$ cat src/rtl/sram_arb_pkg.sv
// Shared types and constants for the SRAM arbiter.
package sram_arb_pkg;

  typedef enum logic [1:0] {
    IDLE,
    SETUP,
    ACCESS,
    DONE
  } arb_state_t;

  typedef enum logic {
    OWN_CPU,
    OWN_LDR
  } owner_t;

  localparam int unsigned WAIT_W = 4;

endpackage

$ cat src/rtl/sram_arb_timer.sv
// Loadable down-counter that times the ACCESS phase; last_o marks the final cycle.
module sram_arb_timer
  import sram_arb_pkg::*;
(
  input  logic              clk_i,
  input  logic              rst_ni,
  input  logic              load_i,
  input  logic              en_i,
  input  logic [WAIT_W-1:0] load_val_i,
  output logic              last_o
);

  logic [WAIT_W-1:0] count_q, count_d;

  always_comb begin
    count_d = count_q;
    if (load_i) begin
      count_d = load_val_i;
    end else if (en_i && (count_q != '0)) begin
      count_d = count_q - 1'b1;
    end
  end

  always_ff @(posedge clk_i or negedge rst_ni) begin
    if (!rst_ni) begin
      count_q <= '0;
    end else begin
      count_q <= count_d;
    end
  end

  assign last_o = (count_q == WAIT_W'(1));

endmodule

$ cat src/rtl/sram_arbiter.sv
// Two-port arbiter for the external 1Mx16 SRAM (CPU and loader/DMA).
// Define SRAM_ARB_ROUND_ROBIN_EN to break ties by alternating grants instead of CPU priority.
module sram_arbiter
  import sram_arb_pkg::*;
#(
  parameter int unsigned WAIT_CYCLES = 2,
  parameter int unsigned ADDR_W      = 20
) (
  input  logic              Clk,
  input  logic              Reset,
  input  logic              cpu_req,
  input  logic              cpu_we,
  input  logic [15:0]       cpu_addr,
  input  logic [15:0]       cpu_wdata,
  output logic [15:0]       cpu_rdata,
  output logic              cpu_ack,
  input  logic              ldr_req,
  input  logic              ldr_we,
  input  logic [ADDR_W-1:0] ldr_addr,
  input  logic [15:0]       ldr_wdata,
  output logic [15:0]       ldr_rdata,
  output logic              ldr_ack,
  output logic              Mem_CE,
  output logic              Mem_OE,
  output logic              Mem_WE,
  output logic              Mem_UB,
  output logic              Mem_LB,
  output logic [ADDR_W-1:0] ADDR,
  output logic [15:0]       Data_write,
  input  logic [15:0]       Data_read,
  output logic              Data_oe,
  output logic              owner,
  output logic              busy
);

  arb_state_t        state_q, state_d;
  owner_t            owner_q, owner_d;
  logic              we_q, we_d;
  logic [ADDR_W-1:0] addr_q, addr_d;
  logic [15:0]       wdata_q, wdata_d;
  logic [15:0]       cpu_rdata_q, cpu_rdata_d;
  logic [15:0]       ldr_rdata_q, ldr_rdata_d;
  logic              grant_ldr;
  logic              timer_last;
  logic              capture;

  // Arbitration: evaluated every cycle, but only acted on in IDLE.
`ifdef SRAM_ARB_ROUND_ROBIN_EN
  owner_t last_q, last_d;

  assign grant_ldr = ldr_req && (!cpu_req || (last_q == OWN_CPU));

  always_comb begin
    last_d = last_q;
    if ((state_q == IDLE) && (cpu_req || ldr_req)) begin
      last_d = grant_ldr ? OWN_LDR : OWN_CPU;
    end
  end

  always_ff @(posedge Clk or negedge Reset) begin
    if (!Reset) begin
      last_q <= OWN_CPU;
    end else begin
      last_q <= last_d;
    end
  end
`else
  assign grant_ldr = ldr_req && !cpu_req;
`endif

  sram_arb_timer u_timer (
    .clk_i      (Clk),
    .rst_ni     (Reset),
    .load_i     (state_q == SETUP),
    .en_i       (state_q == ACCESS),
    .load_val_i (WAIT_W'(WAIT_CYCLES)),
    .last_o     (timer_last)
  );

  always_comb begin
    state_d = state_q;
    owner_d = owner_q;
    we_d    = we_q;
    addr_d  = addr_q;
    wdata_d = wdata_q;
    unique case (state_q)
      IDLE: begin
        if (cpu_req || ldr_req) begin
          owner_d = grant_ldr ? OWN_LDR : OWN_CPU;
          we_d    = grant_ldr ? ldr_we : cpu_we;
          addr_d  = grant_ldr ? ldr_addr : ADDR_W'(cpu_addr);
          wdata_d = grant_ldr ? ldr_wdata : cpu_wdata;
          state_d = SETUP;
        end
      end
      SETUP:   state_d = ACCESS;
      ACCESS:  if (timer_last) state_d = DONE;
      DONE:    state_d = IDLE;
      default: state_d = IDLE;
    endcase
  end

  // Read data lands on the final ACCESS edge and is held until the owner's next read.
  assign capture = (state_q == ACCESS) && timer_last && !we_q;

  always_comb begin
    cpu_rdata_d = cpu_rdata_q;
    ldr_rdata_d = ldr_rdata_q;
    if (capture) begin
      if (owner_q == OWN_LDR) begin
        ldr_rdata_d = Data_read;
      end else begin
        cpu_rdata_d = Data_read;
      end
    end
  end

  always_ff @(posedge Clk or negedge Reset) begin
    if (!Reset) begin
      state_q     <= IDLE;
      owner_q     <= OWN_CPU;
      we_q        <= 1'b0;
      addr_q      <= '0;
      wdata_q     <= '0;
      cpu_rdata_q <= '0;
      ldr_rdata_q <= '0;
    end else begin
      state_q     <= state_d;
      owner_q     <= owner_d;
      we_q        <= we_d;
      addr_q      <= addr_d;
      wdata_q     <= wdata_d;
      cpu_rdata_q <= cpu_rdata_d;
      ldr_rdata_q <= ldr_rdata_d;
    end
  end

  // Strobes decode straight from state so an asynchronous reset releases the bus at once.
  always_comb begin
    Mem_CE  = 1'b1;
    Mem_OE  = 1'b1;
    Mem_WE  = 1'b1;
    Mem_UB  = 1'b1;
    Mem_LB  = 1'b1;
    Data_oe = 1'b0;
    cpu_ack = 1'b0;
    ldr_ack = 1'b0;
    if (state_q != IDLE) begin
      Mem_CE  = 1'b0;
      Mem_UB  = 1'b0;
      Mem_LB  = 1'b0;
      Mem_OE  = we_q;
      Data_oe = we_q;
    end
    if (state_q == ACCESS) begin
      Mem_WE = ~we_q;
    end
    if (state_q == DONE) begin
      cpu_ack = (owner_q == OWN_CPU);
      ldr_ack = (owner_q == OWN_LDR);
    end
  end

  assign ADDR       = addr_q;
  assign Data_write = wdata_q;
  assign cpu_rdata  = cpu_rdata_q;
  assign ldr_rdata  = ldr_rdata_q;
  assign owner      = owner_q;
  assign busy       = (state_q != IDLE);

endmodule

$ cat config.mk
export PLATFORM = sky130hd
export DESIGN_NAME = sram_arbiter
export DESIGN_NICKNAME = d
export VERILOG_FILES = /design/src/rtl/sram_arb_pkg.sv /design/src/rtl/sram_arb_timer.sv /design/src/rtl/sram_arbiter.sv
export SDC_FILE = /design/constraint.sdc
export NUM_CORES = 1
export LEC_CHECK = 0
export BUFFER_PORTS_ARGS = -buffer_cell sky130_fd_sc_hd__clkbuf_2
export CAP_MARGIN = 10
export CORE_ASPECT_RATIO = 0.7
export CORE_UTILIZATION = 47
export CTS_CLUSTER_DIAMETER = 40
export DETAILED_ROUTE_END_ITERATION = 10
export GPL_TIMING_DRIVEN = 0
export HOLD_SLACK_MARGIN = 0.08
export PLACE_DENSITY = 0.81
export REMOVE_ABC_BUFFERS = 1
export SLEW_MARGIN = 10
export SYNTH_ARGS = -nofsm -noshare
export SYNTH_HDL_FRONTEND = slang
export SYNTH_HIERARCHICAL = 1
export SYNTH_SLANG_ARGS = --single-unit
$ cat constraint.sdc
create_clock -name Clk -period 2.5 [get_ports Clk]
set_input_delay 0.125 -clock Clk [delete_from_list [all_inputs] [get_ports Clk]]
set_output_delay 0.125 -clock Clk [all_outputs]
set_load 0.02 [all_outputs]
==> results of run 1 <==
-- power by group through the flow --
stage | clock network, mW | logic, mW | registers, mW
after floorplan | 0 | 1.55 | 2.90
after global placement | 0 | 3.15 | 2.27
after detailed placement | 0 | 3.30 | 2.30
after CTS | 0.990 | 3.37 | 2.30
after global routing | 1.04 | 3.65 | 2.40
final | 0.958 | 3.40 | 2.33
-- worst register-to-register path: cells and delay by family, from the launching register on --
family	cells	cell delay [ps]
buffers and inverters	2	290
flip-flops	1	410
adder cells (fa/ha/maj)	1	130
AND/OR/NAND/NOR	3	850
multiplexers	1	370
-- worst max path at each step --
| stage | start | endpoint | slack, ps | cells after the start |
|---|---|---|---|---|
| floorplan | state_q[0]$_DFFE_PN0P_ | ADDR[0]$_DFFE_PN0P_ | -480 | 5 |
| global placement | state_q[0]$_DFFE_PN0P_ | Data_write[11]$_DFFE_PN0P_ | -860 | 4 |
| detailed placement | u_timer/count_q[1]$_DFFE_PN0P_ | cpu_rdata[0]$_DFFE_PN0P_ | -120 | 6 |
| CTS | state_q[0]$_DFFE_PN0P_ | Data_write[8]$_DFFE_PN0P_ | 290 | 4 |
| global route | state_q[0]$_DFFE_PN0P_ | busy | 190 | 5 |
| finish | state_q[0]$_DFFE_PN0P_ | busy | 290 | 5 |
-- synthesized netlist by cell type, types with 2 or more instances --
library cell	count	area, um2
sky130_fd_sc_hd__mux2_2	23	259
sky130_fd_sc_hd__nor3_1	2	10.0
sky130_fd_sc_hd__dfrtp_1	76	1900
sky130_fd_sc_hd__nand2_1	38	143
sky130_fd_sc_hd__buf_2	6	30.0
sky130_fd_sc_hd__nor2b_1	5	31.3
sky130_fd_sc_hd__o2bb2ai_1	31	272
sky130_fd_sc_hd__conb_1	2	7.51
sky130_fd_sc_hd__a21oi_1	5	25.0
sky130_fd_sc_hd__and2_1	2	12.5
sky130_fd_sc_hd__mux2_4	10	150
sky130_fd_sc_hd__clkbuf_1	11	41.3
sky130_fd_sc_hd__buf_4	3	22.5
sky130_fd_sc_hd__nor3b_1	3	22.5
sky130_fd_sc_hd__buf_1	2	7.51
sky130_fd_sc_hd__ha_1	7	87.6
sky130_fd_sc_hd__a32oi_1	6	52.6
sky130_fd_sc_hd__o21ai_1	2	10.0
sky130_fd_sc_hd__a221o_1	32	320
sky130_fd_sc_hd__o21ai_0	5	25.0
sky130_fd_sc_hd__nor2_1	2	7.51
sky130_fd_sc_hd__inv_1	8	30.0
-- cell type report --
type	count	share of cell area
clock buffers	11	0.0285
flip-flops and latches	76	0.358
inverters	9	0.00636
well taps	98	0.0231
multi-input cells	189	0.299
clock inverters	5	0.00942
repair buffers	226	0.276
-- metrics by stage --
| step | hold slack, ps | std cells | area (um2) |
|---|---|---|---|
| 3_3_place_gp | 333 | 539 | 4470 |
| 2_1_floorplan | -171 | 274 | 3510 |
| 5_1_grt | 138 | 614 | 5310 |
| 6_report | 135 | 614 | 5310 |
| 4_1_cts | 116 | 614 | 5310 |
| 3_5_place_dp | 138 | 541 | 4530 |
-- registers in the layout, summed over array words and instances, names as in the netlist --
register         cells
ldr_rdata           16
state_q              2
Data_write          16
u_timer/count_q      4
ADDR                20
we_q                 1
owner                1
cpu_rdata           16
-- logic make-up (layout without fill, tap and decap cells) --
kind of cell / Yosys count / after routing / synth area share
simple gates: 60 / 60 / 0.0884
buf+inv: 33 / 251 / 0.0458
compound gates: 84 / 84 / 0.202
mux: 34 / 34 / 0.115
flops: 76 / 76 / 0.523
fa+ha+maj: 7 / 7 / 0.0241
other cells: 2 / 4 / 0.00206
-- per-layer routing --
layer,track usage,vias to the layer above
met3,0.0701,34
met1,0.310,1677
li1,-,1536
met5,0,-
met4,0.134,0
met2,0.428,145
-- cell usage in the layout (no fill, tap or decap), drive strengths merged, types with 6 or more instances in the layout --
master       synthesis  routed
a221o               32      32
ha                   7       7
clkbuf              11     178
o2bb2ai             31      31
inv                  9       9
dfrtp               76      76
dlygate4sd3          0      56
a32oi                6       6
nand2               39      39
o21ai                7       7
mux2                33      33
-- what timing repair did --
action                                  4_1_cts  5_1_grt
setup buffers                                 1        0
endpoints found under the setup margin       16        0
hold buffers                                 56        0
endpoints found under the hold margin       100        0
==> metrics.txt, run 1 <==
result of the run completed; fraction of power consumed by the clock network 0.143; number of vias per cell after detailed routing 5.52; worst supply voltage drop on vdd 0.000721 V; mean post-synth cell area 12.3 um2; sort of element at the end of the critical path primary output; number of instances in the synthesized netlist 296; slew of the pin with the lowest slew margin 1250 ps; first-pass GRT wire length 15,600 um; final wirelength 10,400 um; biggest cell delay along the critical path 480 ps; vias in the first global route 3,181; clock sink count 76; post-route worst setup slack 292 ps; y dimension of the die 75.6 um; reg-to-reg critical path endpoint cpu_rdata[1]$_DFFE_PN0P_; reported max-cap violation count 0; Hold/Removal Path Class in -> reg; internal power contribution 3.80 mW; WL met2 5290 um; final routed wire length divided by cell count 17.0 um; post-synth design cell area 3640 um2; number of instances resized during post-cts repair 0; Synth Flop Type sky130_fd_sc_hd__dfrtp_1; number of buffer and inverter stages on the critical path 4; count of yosys warnings during synthesis 6; minimum setup slack among reg-to-reg paths 350 ps; proportion of synthesized chip area in sequential cells 0.523; Bufs on Longest Clock Path 2; Clock Tree Root sky130_fd_sc_hd__clkbuf_8; number of I/O port buffers 167; filler cell count 511; cell with the largest stage delay on the worst path sky130_fd_sc_hd__inv_2; Comb pwr share 0.508; Global Route Usage Sum 0.255; final worst path period need 2210 ps; startpoint of the tightest hold check path ldr_addr[1]; cell-by-cell listing of the critical path inv_1 > ha_2 > buf_12 > inv_2 > clkbuf_2; width of the chip 107 um; Post-Route Setup TNS 0 ps; multi-input combinational cell area 1590 um2; net switching fraction of the power 0.432; initial antenna violation count 0; area of the core 7380 um2; Unique masters post-synth 37; DRC violation count after routing 0; unrepaired setup endpoints after global routing false; final number of setup-violating endpoints 0; Layout Nets 608; length of the first detailed-routing pass in iterations 4; Max Fclk 453 MHz; Flop pwr share 0.349; clock transition at the register clock pins on the worst setup and hold paths after CTS 80 ps; total net switching power 2.89 mW; worst setup skew after layout 11.6 ps; area used by sequential logic in the layout 1900 um2; post-synthesis async set-or-reset flop share 1.00; number of synthesized flops with an enable pin 0; post-layout util 0.720; ratio of cells with drive above 1 in the final layout 0.446; detailed-placement wirelength estimate 6500 um; Detailed Route Iter0 Violations 307; Syn-to-layout area delta 46.1%; highest fanout seen on the critical path 45; crit-path leading delay family buffers and inverters; number of rows in the core area 26; GP Congestion 0.755; count of final hold-check violations 0; die area 8100 um2; post-layout power 6.69 mW; maximum number of pins on one net before global-route repair 46; worst-skew pair later-pin latency 350 ps; number of routed nets with antenna violations 0; Worst EP required 2380 ps; effective utilization at floorplan 0.493; start of the worst register-to-register path u_timer/count_q[1]$_DFFE_PN0P_; type of element launching the critical path register; total inserted antenna cells 0; Vias 3,392; metal1 wirelength 4280 um; amount of wire on met3 after detailed routing 556 um; Num CTS Buffers 9; clock tree from TritonCTS done; CP Class reg -> out; uppermost metal layer occupied by signal nets met4; Congestion Overflow GR 0; data arrival time at the worst-slack endpoint 2080 ps; WHS Path Cells 4; worst reg-to-reg path cell count 7; Post-Place Worst Slack -117 ps; Power Dens Cells 1260 nW/um2; number of flip-flops and latches in the synthesized netlist 76; H-tree level count 3; I/O pin cnt 168; Final Max Tran Viols 0; leakage dissipation 2.60 nW; share of the clock period used by the worst path 0.883; worst relative slew slack 0.164; hold path endpoint ADDR[1]$_DFFE_PN0P_
Power figures use the tool's default switching activity.
==> run 2, diff against run 1 <==
--- a/config.mk
+++ b/config.mk
@@ -8,7 +8,7 @@
 export BUFFER_PORTS_ARGS = -buffer_cell sky130_fd_sc_hd__clkbuf_2
 export CAP_MARGIN = 10
 export CORE_ASPECT_RATIO = 0.7
-export CORE_UTILIZATION = 47
+export CORE_UTILIZATION = 46
 export CTS_CLUSTER_DIAMETER = 40
 export DETAILED_ROUTE_END_ITERATION = 10
 export GPL_TIMING_DRIVEN = 0
@@ -18,5 +18,4 @@
 export SLEW_MARGIN = 10
 export SYNTH_ARGS = -nofsm -noshare
 export SYNTH_HDL_FRONTEND = slang
-export SYNTH_HIERARCHICAL = 1
 export SYNTH_SLANG_ARGS = --single-unit
==> run 2 against run 1 <==
Net effect:
- clock power shrank 4.5%
- non-clock buffer count shrank 5
- via count shrank 13%
- register-to-register slack lost 50 ps
- synthesized area shrank 3.7%
- synthesized cell count shrank 3.7%
- first-iteration DRC count shrank 68%
- sequential share of layout area grew 1.3 points
- count of clock-buffer cells in the layout shrank 1
- fmax grew 0.46%
- global-route usage shrank 3.3 points
- critical path type is now reg -> reg
- final area shrank 3.5%
- largest power group unchanged
==> metrics.txt, run 2 <==
result of the run completed (unchanged); Hold/Removal Path Class in -> reg (unchanged); leakage dissipation 2.62 nW (was 2.60 nW); post-synthesis async set-or-reset flop share 1.00 (unchanged); commonest non-fill, non-tap cell in the layout sky130_fd_sc_hd__clkbuf_2 (unchanged); main combinational cell family by area after synthesis multiplexers (was compound AO/OA/AOI/OAI gates); maximum number of pins on one net before global-route repair 43 (was 46); detailed-placement wirelength estimate 6040 um (was 6500 um); number of rows in the core area 26 (unchanged); cell with the largest stage delay on the worst path sky130_fd_sc_hd__nand4bb_2 (was sky130_fd_sc_hd__inv_2); most frequent cell after synthesis sky130_fd_sc_hd__dfrtp_1 (unchanged); final routed wire length divided by cell count 15.1 um (was 17.0 um); area used by sequential logic in the layout 1900 um2 (unchanged); worst supply voltage drop on vdd 0.000675 V (was 0.000721 V); Layout Nets 595 (was 608); H-tree level count 3 (unchanged); initial antenna violation count 0 (unchanged); number of instances in the synthesized netlist 285 (was 296); share of the synthesized netlist area taken by xor and xnor gates 0 (unchanged); Detailed Route Iter0 Violations 98 (was 307); die area 7970 um2 (was 8100 um2); Synth Flop Type sky130_fd_sc_hd__dfrtp_1 (unchanged); final number of setup-violating endpoints 0 (unchanged); y dimension of the die 75 um (was 75.6 um); GP Congestion 0.769 (was 0.755); post-synth design cell area 3500 um2 (was 3640 um2); length of the first detailed-routing pass in iterations 4 (unchanged); sort of element at the end of the critical path register (was primary output); final worst path period need 2200 ps (was 2210 ps); Final Max Tran Viols 0 (unchanged); number of buffers inserted by post-CTS setup repair 0 (was 1); effective utilization at floorplan 0.478 (was 0.493); highest fanout seen on the critical path 16 (was 45); Num CTS Buffers 9 (unchanged); total inserted antenna cells 0 (unchanged); Worst EP required 2730 ps (was 2380 ps); DRC violation count after routing 0 (unchanged); data arrival time at the worst-slack endpoint 2430 ps (was 2080 ps); width of the chip 106 um (was 107 um); count of final hold-check violations 0 (unchanged); reported max-cap violation count 0 (unchanged); final wirelength 9030 um (was 10,400 um); list of most frequent post-synthesis cells sky130_fd_sc_hd__dfrtp_1, sky130_fd_sc_hd__nand2_1, sky130_fd_sc_hd__mux2i_1, sky130_fd_sc_hd__o21ai_0, sky130_fd_sc_hd__mux2_2 (was sky130_fd_sc_hd__dfrtp_1, sky130_fd_sc_hd__nand2_1, sky130_fd_sc_hd__a221o_1); commonest cells after routing, fill and taps aside sky130_fd_sc_hd__clkbuf_2, sky130_fd_sc_hd__dfrtp_1, sky130_fd_sc_hd__dlygate4sd3_1 (unchanged); worst setup skew after layout 7.71 ps (was 11.6 ps); Clock Tree Root sky130_fd_sc_hd__clkbuf_8 (unchanged); area fraction in compound gates after synthesis 0.0757 (was 0.202); share of Yosys cell area claimed by the top area cell type 0.543 (was 0.523); Unique masters post-synth 28 (was 37); amount of wire on met3 after detailed routing 607 um (was 556 um); Global Route Usage Sum 0.223 (was 0.255); uppermost metal layer occupied by signal nets met4 (unchanged); crit-path leading delay family simple AND/OR/NAND/NOR gates (was buffers and inverters); worst relative slew slack 0.518 (was 0.164); clock sink count 76 (unchanged); metal1 wirelength 3810 um (was 4280 um); cell-by-cell listing of the critical path inv_1 > ha_1 > nor3b_4 > nand4bb_2 > mux2_4 (was inv_1 > ha_2 > buf_12 > inv_2 > clkbuf_2); filler cell count 527 (was 511); post-layout util 0.701 (was 0.720); worst-skew pair later-pin latency 340 ps (was 350 ps); number of vias per cell after detailed routing 4.91 (was 5.52); proportion of synthesized chip area in sequential cells 0.543 (was 0.523); Max Fclk 455 MHz (was 453 MHz); number of synthesized flops with an enable pin 0 (unchanged); Syn-to-layout area delta 46.4% (was 46.1%); number of routed nets with antenna violations 0 (unchanged); share of synthesized cell area in and, or, nand and nor gates 0.0886 (was 0.0884); type of element launching the critical path register (unchanged); clock transition at the register clock pins on the worst setup and hold paths after CTS 70 ps (was 80 ps); biggest cell delay along the critical path 620 ps (was 480 ps); first-pass GRT wire length 13,400 um (was 15,600 um); count of yosys warnings during synthesis 0 (was 6); multi-input combinational cell area 1470 um2 (was 1590 um2); unrepaired setup endpoints after global routing false (unchanged); Power Dens Cells 1170 nW/um2 (was 1260 nW/um2); leading cell types by total area after synthesis sky130_fd_sc_hd__dfrtp_1, sky130_fd_sc_hd__mux2i_1, sky130_fd_sc_hd__mux2_2, sky130_fd_sc_hd__o21ai_0, sky130_fd_sc_hd__mux2_4 (was sky130_fd_sc_hd__dfrtp_1, sky130_fd_sc_hd__a221o_1, sky130_fd_sc_hd__o2bb2ai_1, sky130_fd_sc_hd__mux2_2, sky130_fd_sc_hd__mux2_4); Post-Synth Adder-Cell Area 0.0286 (was 0.0241); post-layout power 6.01 mW (was 6.69 mW); clock tree from TritonCTS done (unchanged); vias in the first global route 2,834 (was 3,181); ratio of cells with drive above 1 in the final layout 0.453 (was 0.446); share of the clock period used by the worst path 0.879 (was 0.883); number of buffer and inverter stages on the critical path 1 (was 4); area of the core 7320 um2 (was 7380 um2); mux cell area share after synthesis 0.220 (was 0.115); Vias 2,940 (was 3,392); CP Class reg -> reg (was reg -> out); slew of the pin with the lowest slew margin 723 ps (was 1250 ps); Bufs on Longest Clock Path 2 (unchanged); mean post-synth cell area 12.3 um2 (about the same); I/O pin cnt 168 (unchanged); WL met2 4530 um (was 5290 um); Congestion Overflow GR 0 (unchanged); number of flip-flops and latches in the synthesized netlist 76 (unchanged); leading area contributor after synthesis sky130_fd_sc_hd__dfrtp_1 (unchanged); flip-flop count of the largest register, all copies and words added 20 (unchanged); number of I/O port buffers 167 (unchanged)
run 2: cell types whose count changed in the layout (fill, tap and decap cells not counted), sizes merged, moves of 4 or more:
| cell | change |
|---|---|
| a221o | -32 |
| a32oi | -6 |
| conb | -4 |
| a31oi | +4 |
| o2bb2ai | -27 |
| inv | -4 |
| mux2i | +34 |
| dlygate4sd3 | -5 |
| o21ai | +28 |
run 2: path summary, 6_finish.rpt:
path,from,end,slack [ps],cells after the start
max,u_timer.count_q[1]$_DFFE_PN0P_,cpu_rdata[14]$_DFFE_PN0P_,300,5
min,cpu_wdata[15],Data_write[15]$_DFFE_PN0P_,90,3
max reg2reg,u_timer.count_q[1]$_DFFE_PN0P_,cpu_rdata[14]$_DFFE_PN0P_,300,5
min reg2reg,ADDR[8]$_DFFE_PN0P_,ADDR[8]$_DFFE_PN0P_,480,2
max in group asynchronous,Reset,ADDR[14]$_DFFE_PN0P_,1600,3
min in group asynchronous,Reset,cpu_rdata[3]$_DFFE_PN0P_,300,2
run 2: worst reg2reg max path, delay by kind of cell (launching register included):
family	cells	cell delay, ps
multiplexers	1	530
flip-flops	1	400
AND/OR/NAND/NOR	2	890
buffers and inverters	1	100
adder cells (fa/ha/maj)	1	170
run 2: stage by stage:
step	area [um2]	setup WS [ps]	std cells	setup TNS [ps]	hold slack (ps)
6_report	5130	302	599	0	86.5
5_1_grt	5130	142	599	0	84.1
4_1_cts	5120	300	598	0	81.0
3_5_place_dp	4420	-97.2	533	-1420	141
3_3_place_gp	4330	-2810	530	-91730	373
2_1_floorplan	3370	-1180	265	-38900	-171
run 2: repair_timing:
action / CTS / global route
hold buffers: 50 / 1
endpoints found under the setup margin: 16 / 0
hold endpoints to repair: 84 / 1
gates resized for setup: 1 / 0
run 2: per-layer routing:
| layer | track usage | vias up |
|---|---|---|
| met2 | 0.400 | 110 |
| met4 | 0.0725 | 0 |
| met1 | 0.262 | 1416 |
| met5 | 0 | - |
| met3 | 0.0658 | 9 |
| li1 | - | 1405 |
run 2: cell type report:
class / count / area share
clock buffer: 10 / 0.0268
sequential: 76 / 0.371
inverter: 5 / 0.00366
clock inverter: 5 / 0.0102
multi-input combinational: 184 / 0.287
timing repair buffer: 221 / 0.278
tap: 98 / 0.0239
run 2: cell families after synthesis:
kind of cell,Yosys count
buffers and inverters,25
adder cells (fa/ha/maj),8
AO/OA/AOI/OAI,48
flip-flops,76
AND/OR/NAND/NOR,59
multiplexers,69
run 2: where the power goes:
group	internal, mW	total (mW)	switching (mW)
Sequential	1.84	2.22	0.385
Clock	0.478	0.915	0.438
Combinational	1.16	2.88	1.71
Total	3.48	6.01	2.54
==> run 3, diff against run 2 <==
--- a/config.mk
+++ b/config.mk
@@ -7,12 +7,11 @@
 export LEC_CHECK = 0
 export BUFFER_PORTS_ARGS = -buffer_cell sky130_fd_sc_hd__clkbuf_2
 export CAP_MARGIN = 10
-export CORE_ASPECT_RATIO = 0.7
+export CORE_MARGIN = 5
 export CORE_UTILIZATION = 46
 export CTS_CLUSTER_DIAMETER = 40
 export DETAILED_ROUTE_END_ITERATION = 10
 export GPL_TIMING_DRIVEN = 0
-export HOLD_SLACK_MARGIN = 0.08
 export PLACE_DENSITY = 0.81
 export REMOVE_ABC_BUFFERS = 1
 export SLEW_MARGIN = 10
==> run 3 against run 2 <==
Net effect:
- sequential share of layout area increased by 3.8 points
- flip-flop and latch count is the same
- final cell count shrank 8.0%
- count of clock-buffer cells in the layout stayed put
- setup slack worse by 37 ps
- critical path type unchanged
- clock skew grew 1.3 ps
==> metrics.txt, run 3 (same netlist as run 2, synthesis figures left out) <==
result of the run completed (unchanged); area of the core 7330 um2 (was 7320 um2); detailed-placement wirelength estimate 6800 um (was 6040 um); commonest non-fill, non-tap cell in the layout sky130_fd_sc_hd__clkbuf_2 (unchanged); worst relative slew slack 0.494 (was 0.518); Power Dens Cells 1290 nW/um2 (was 1170 nW/um2); final number of setup-violating endpoints 0 (unchanged); H-tree level count 3 (unchanged); type of element launching the critical path register (unchanged); reported max-cap violation count 0 (unchanged); leakage dissipation 2.41 nW (was 2.62 nW); worst setup skew after layout 9.03 ps (was 7.71 ps); die area 9460 um2 (was 7970 um2); filler cell count 587 (was 527); Syn-to-layout area delta 32.7% (was 46.4%); post-route worst hold slack 34.3 ps (was 86.5 ps); Worst EP required 2720 ps (was 2730 ps); design area 4650 um2 (was 5130 um2); number of rows in the core area 31 (was 26); Final Max Tran Viols 0 (unchanged); number of I/O port buffers 167 (unchanged); final routed wire length divided by cell count 15.5 um (was 15.1 um); Detailed Route Iter0 Violations 67 (was 98); highest fanout seen on the critical path 16 (unchanged); total inserted antenna cells 0 (unchanged); cell area reported after detailed placement 4420 um2 (about the same); vias in the first global route 2,952 (was 2,834); I/O pin cnt 168 (unchanged); Max Fclk 447 MHz (was 455 MHz); width of the chip 97.3 um (was 106 um); clock tree from TritonCTS done (unchanged); number of buffers inserted by post-CTS setup repair 0 (unchanged); worst supply voltage drop on vdd 0.000692 V (was 0.000675 V); Global Route Usage Sum 0.182 (was 0.223); maximum number of pins on one net before global-route repair 45 (was 43); initial antenna violation count 0 (unchanged); share of the clock period used by the worst path 0.894 (was 0.879); commonest cells after routing, fill and taps aside sky130_fd_sc_hd__clkbuf_2, sky130_fd_sc_hd__dfrtp_1, sky130_fd_sc_hd__nand2_1 (was sky130_fd_sc_hd__clkbuf_2, sky130_fd_sc_hd__dfrtp_1, sky130_fd_sc_hd__dlygate4sd3_1); startpoint of the tightest hold check path Data_read[7] (was cpu_wdata[15]); first-pass GRT wire length 14,100 um (was 13,400 um); Hold/Removal Path Class in -> reg (unchanged); length of the first detailed-routing pass in iterations 4 (unchanged); unrepaired setup endpoints after global routing false (unchanged); CP Class reg -> reg (unchanged); DRC violation count after routing 0 (unchanged); Congestion Overflow GR 0 (unchanged); timing startpoint of the critical path u_timer.count_q[1]$_DFFE_PN0P_ (unchanged); post-layout power 6.00 mW (was 6.01 mW); Post-Route Setup TNS 0 ps (unchanged); y dimension of the die 97.3 um (was 75 um); flip-flop count of the largest register, all copies and words added 20 (unchanged); count of final hold-check violations 0 (unchanged); Num CTS Buffers 9 (unchanged); Vias 2,742 (was 2,940); GP Congestion 0.796 (was 0.769); post-layout util 0.634 (was 0.701); number of routed nets with antenna violations 0 (unchanged); number of vias per cell after detailed routing 4.98 (was 4.91); Bufs on Longest Clock Path 2 (unchanged); Layout Nets 545 (was 595); effective utilization at floorplan 0.478 (about the same); clock transition at the register clock pins on the worst setup and hold paths after CTS 80 ps (was 70 ps); final worst path period need 2240 ps (was 2200 ps); data arrival time at the worst-slack endpoint 2450 ps (was 2430 ps); ratio of cells with drive above 1 in the final layout 0.502 (was 0.453); final wirelength 8550 um (was 9030 um); slew of the pin with the lowest slew margin 758 ps (was 723 ps); start of the worst register-to-register path u_timer.count_q[1]$_DFFE_PN0P_ (unchanged); clock sink count 76 (unchanged); worst-skew pair later-pin latency 340 ps (about the same); Clock Tree Root sky130_fd_sc_hd__clkbuf_8 (unchanged); sort of element at the end of the critical path register (unchanged)
==> run 3: cell count changes in the layout (fill, tap and decap cells not counted), sizes merged <==
| cell | before | now |
|---|---|---|
| bufinv | 1 | 2 |
| clkinv | 3 | 2 |
| clkinvlp | 1 | 2 |
| dlygate4sd3 | 51 | 1 |
==> run 3: metrics by stage <==
step                setup WS (ps)  std cells
floorplan                   -1180        265
finish                        264        551
global placement            -2740        531
detailed placement           -210        534
global route                  137        551
CTS                           238        551
==> run 3: path summary, 6_finish.rpt <==
kind                       slack [ps]  cells after the start                    endpoint
setup / recovery                  260                      5    cpu_rdata[3]$_DFFE_PN0P_
hold / removal                     30                      2    ldr_rdata[7]$_DFFE_PN0P_
setup reg to reg                  260                      5    cpu_rdata[3]$_DFFE_PN0P_
hold reg to reg                   480                      2   Data_write[0]$_DFFE_PN0P_
max in group asynchronous        1620                      3    ldr_rdata[3]$_DFFE_PN0P_
min in group asynchronous         290                      2  Data_write[11]$_DFFE_PN0P_
==> run 3: repair_timing <==
item | CTS | global route
endpoints found under the setup margin | 16 | 0
hold buffers | 1 | 0
endpoints found under the hold margin | 32 | 0
gates resized for setup | 1 | 0
==> run 3: worst max-delay path, cell delays in order, from the launching register on <==
cell                        delay, ps
sky130_fd_sc_hd__dfrtp_1          410
sky130_fd_sc_hd__inv_1            100
sky130_fd_sc_hd__ha_1             170
sky130_fd_sc_hd__nor3b_4          270
sky130_fd_sc_hd__nand4bb_2        640
sky130_fd_sc_hd__mux2_4           530
==> run 3: report_power, final <==
group	total, mW	switching (mW)	leakage [nW]	internal (mW)
sequential	2.22	0.382	0.918	1.84
combinational	2.78	1.68	1.39	1.10
clock	1.00	0.439	0.102	0.562
==> run 3: layer usage <==
metal	track usage	routed length, um	up-vias
met5	0	0	-
li1	-	-	1310
met3	0.0704	918	20
met1	0.206	3270	1286
met4	0.0703	186	0
met2	0.310	4180	126
==> run 3: final cells by class <==
class	instances	area (um2)	area share
clock buffers	10	128	0.0275
clock inverters	6	88.8	0.0191
inverters	5	18.8	0.00404
multi-input cells	184	1470	0.316
flip-flops and latches	76	1900	0.409
well taps	99	124	0.0267
repair buffers	171	916	0.197
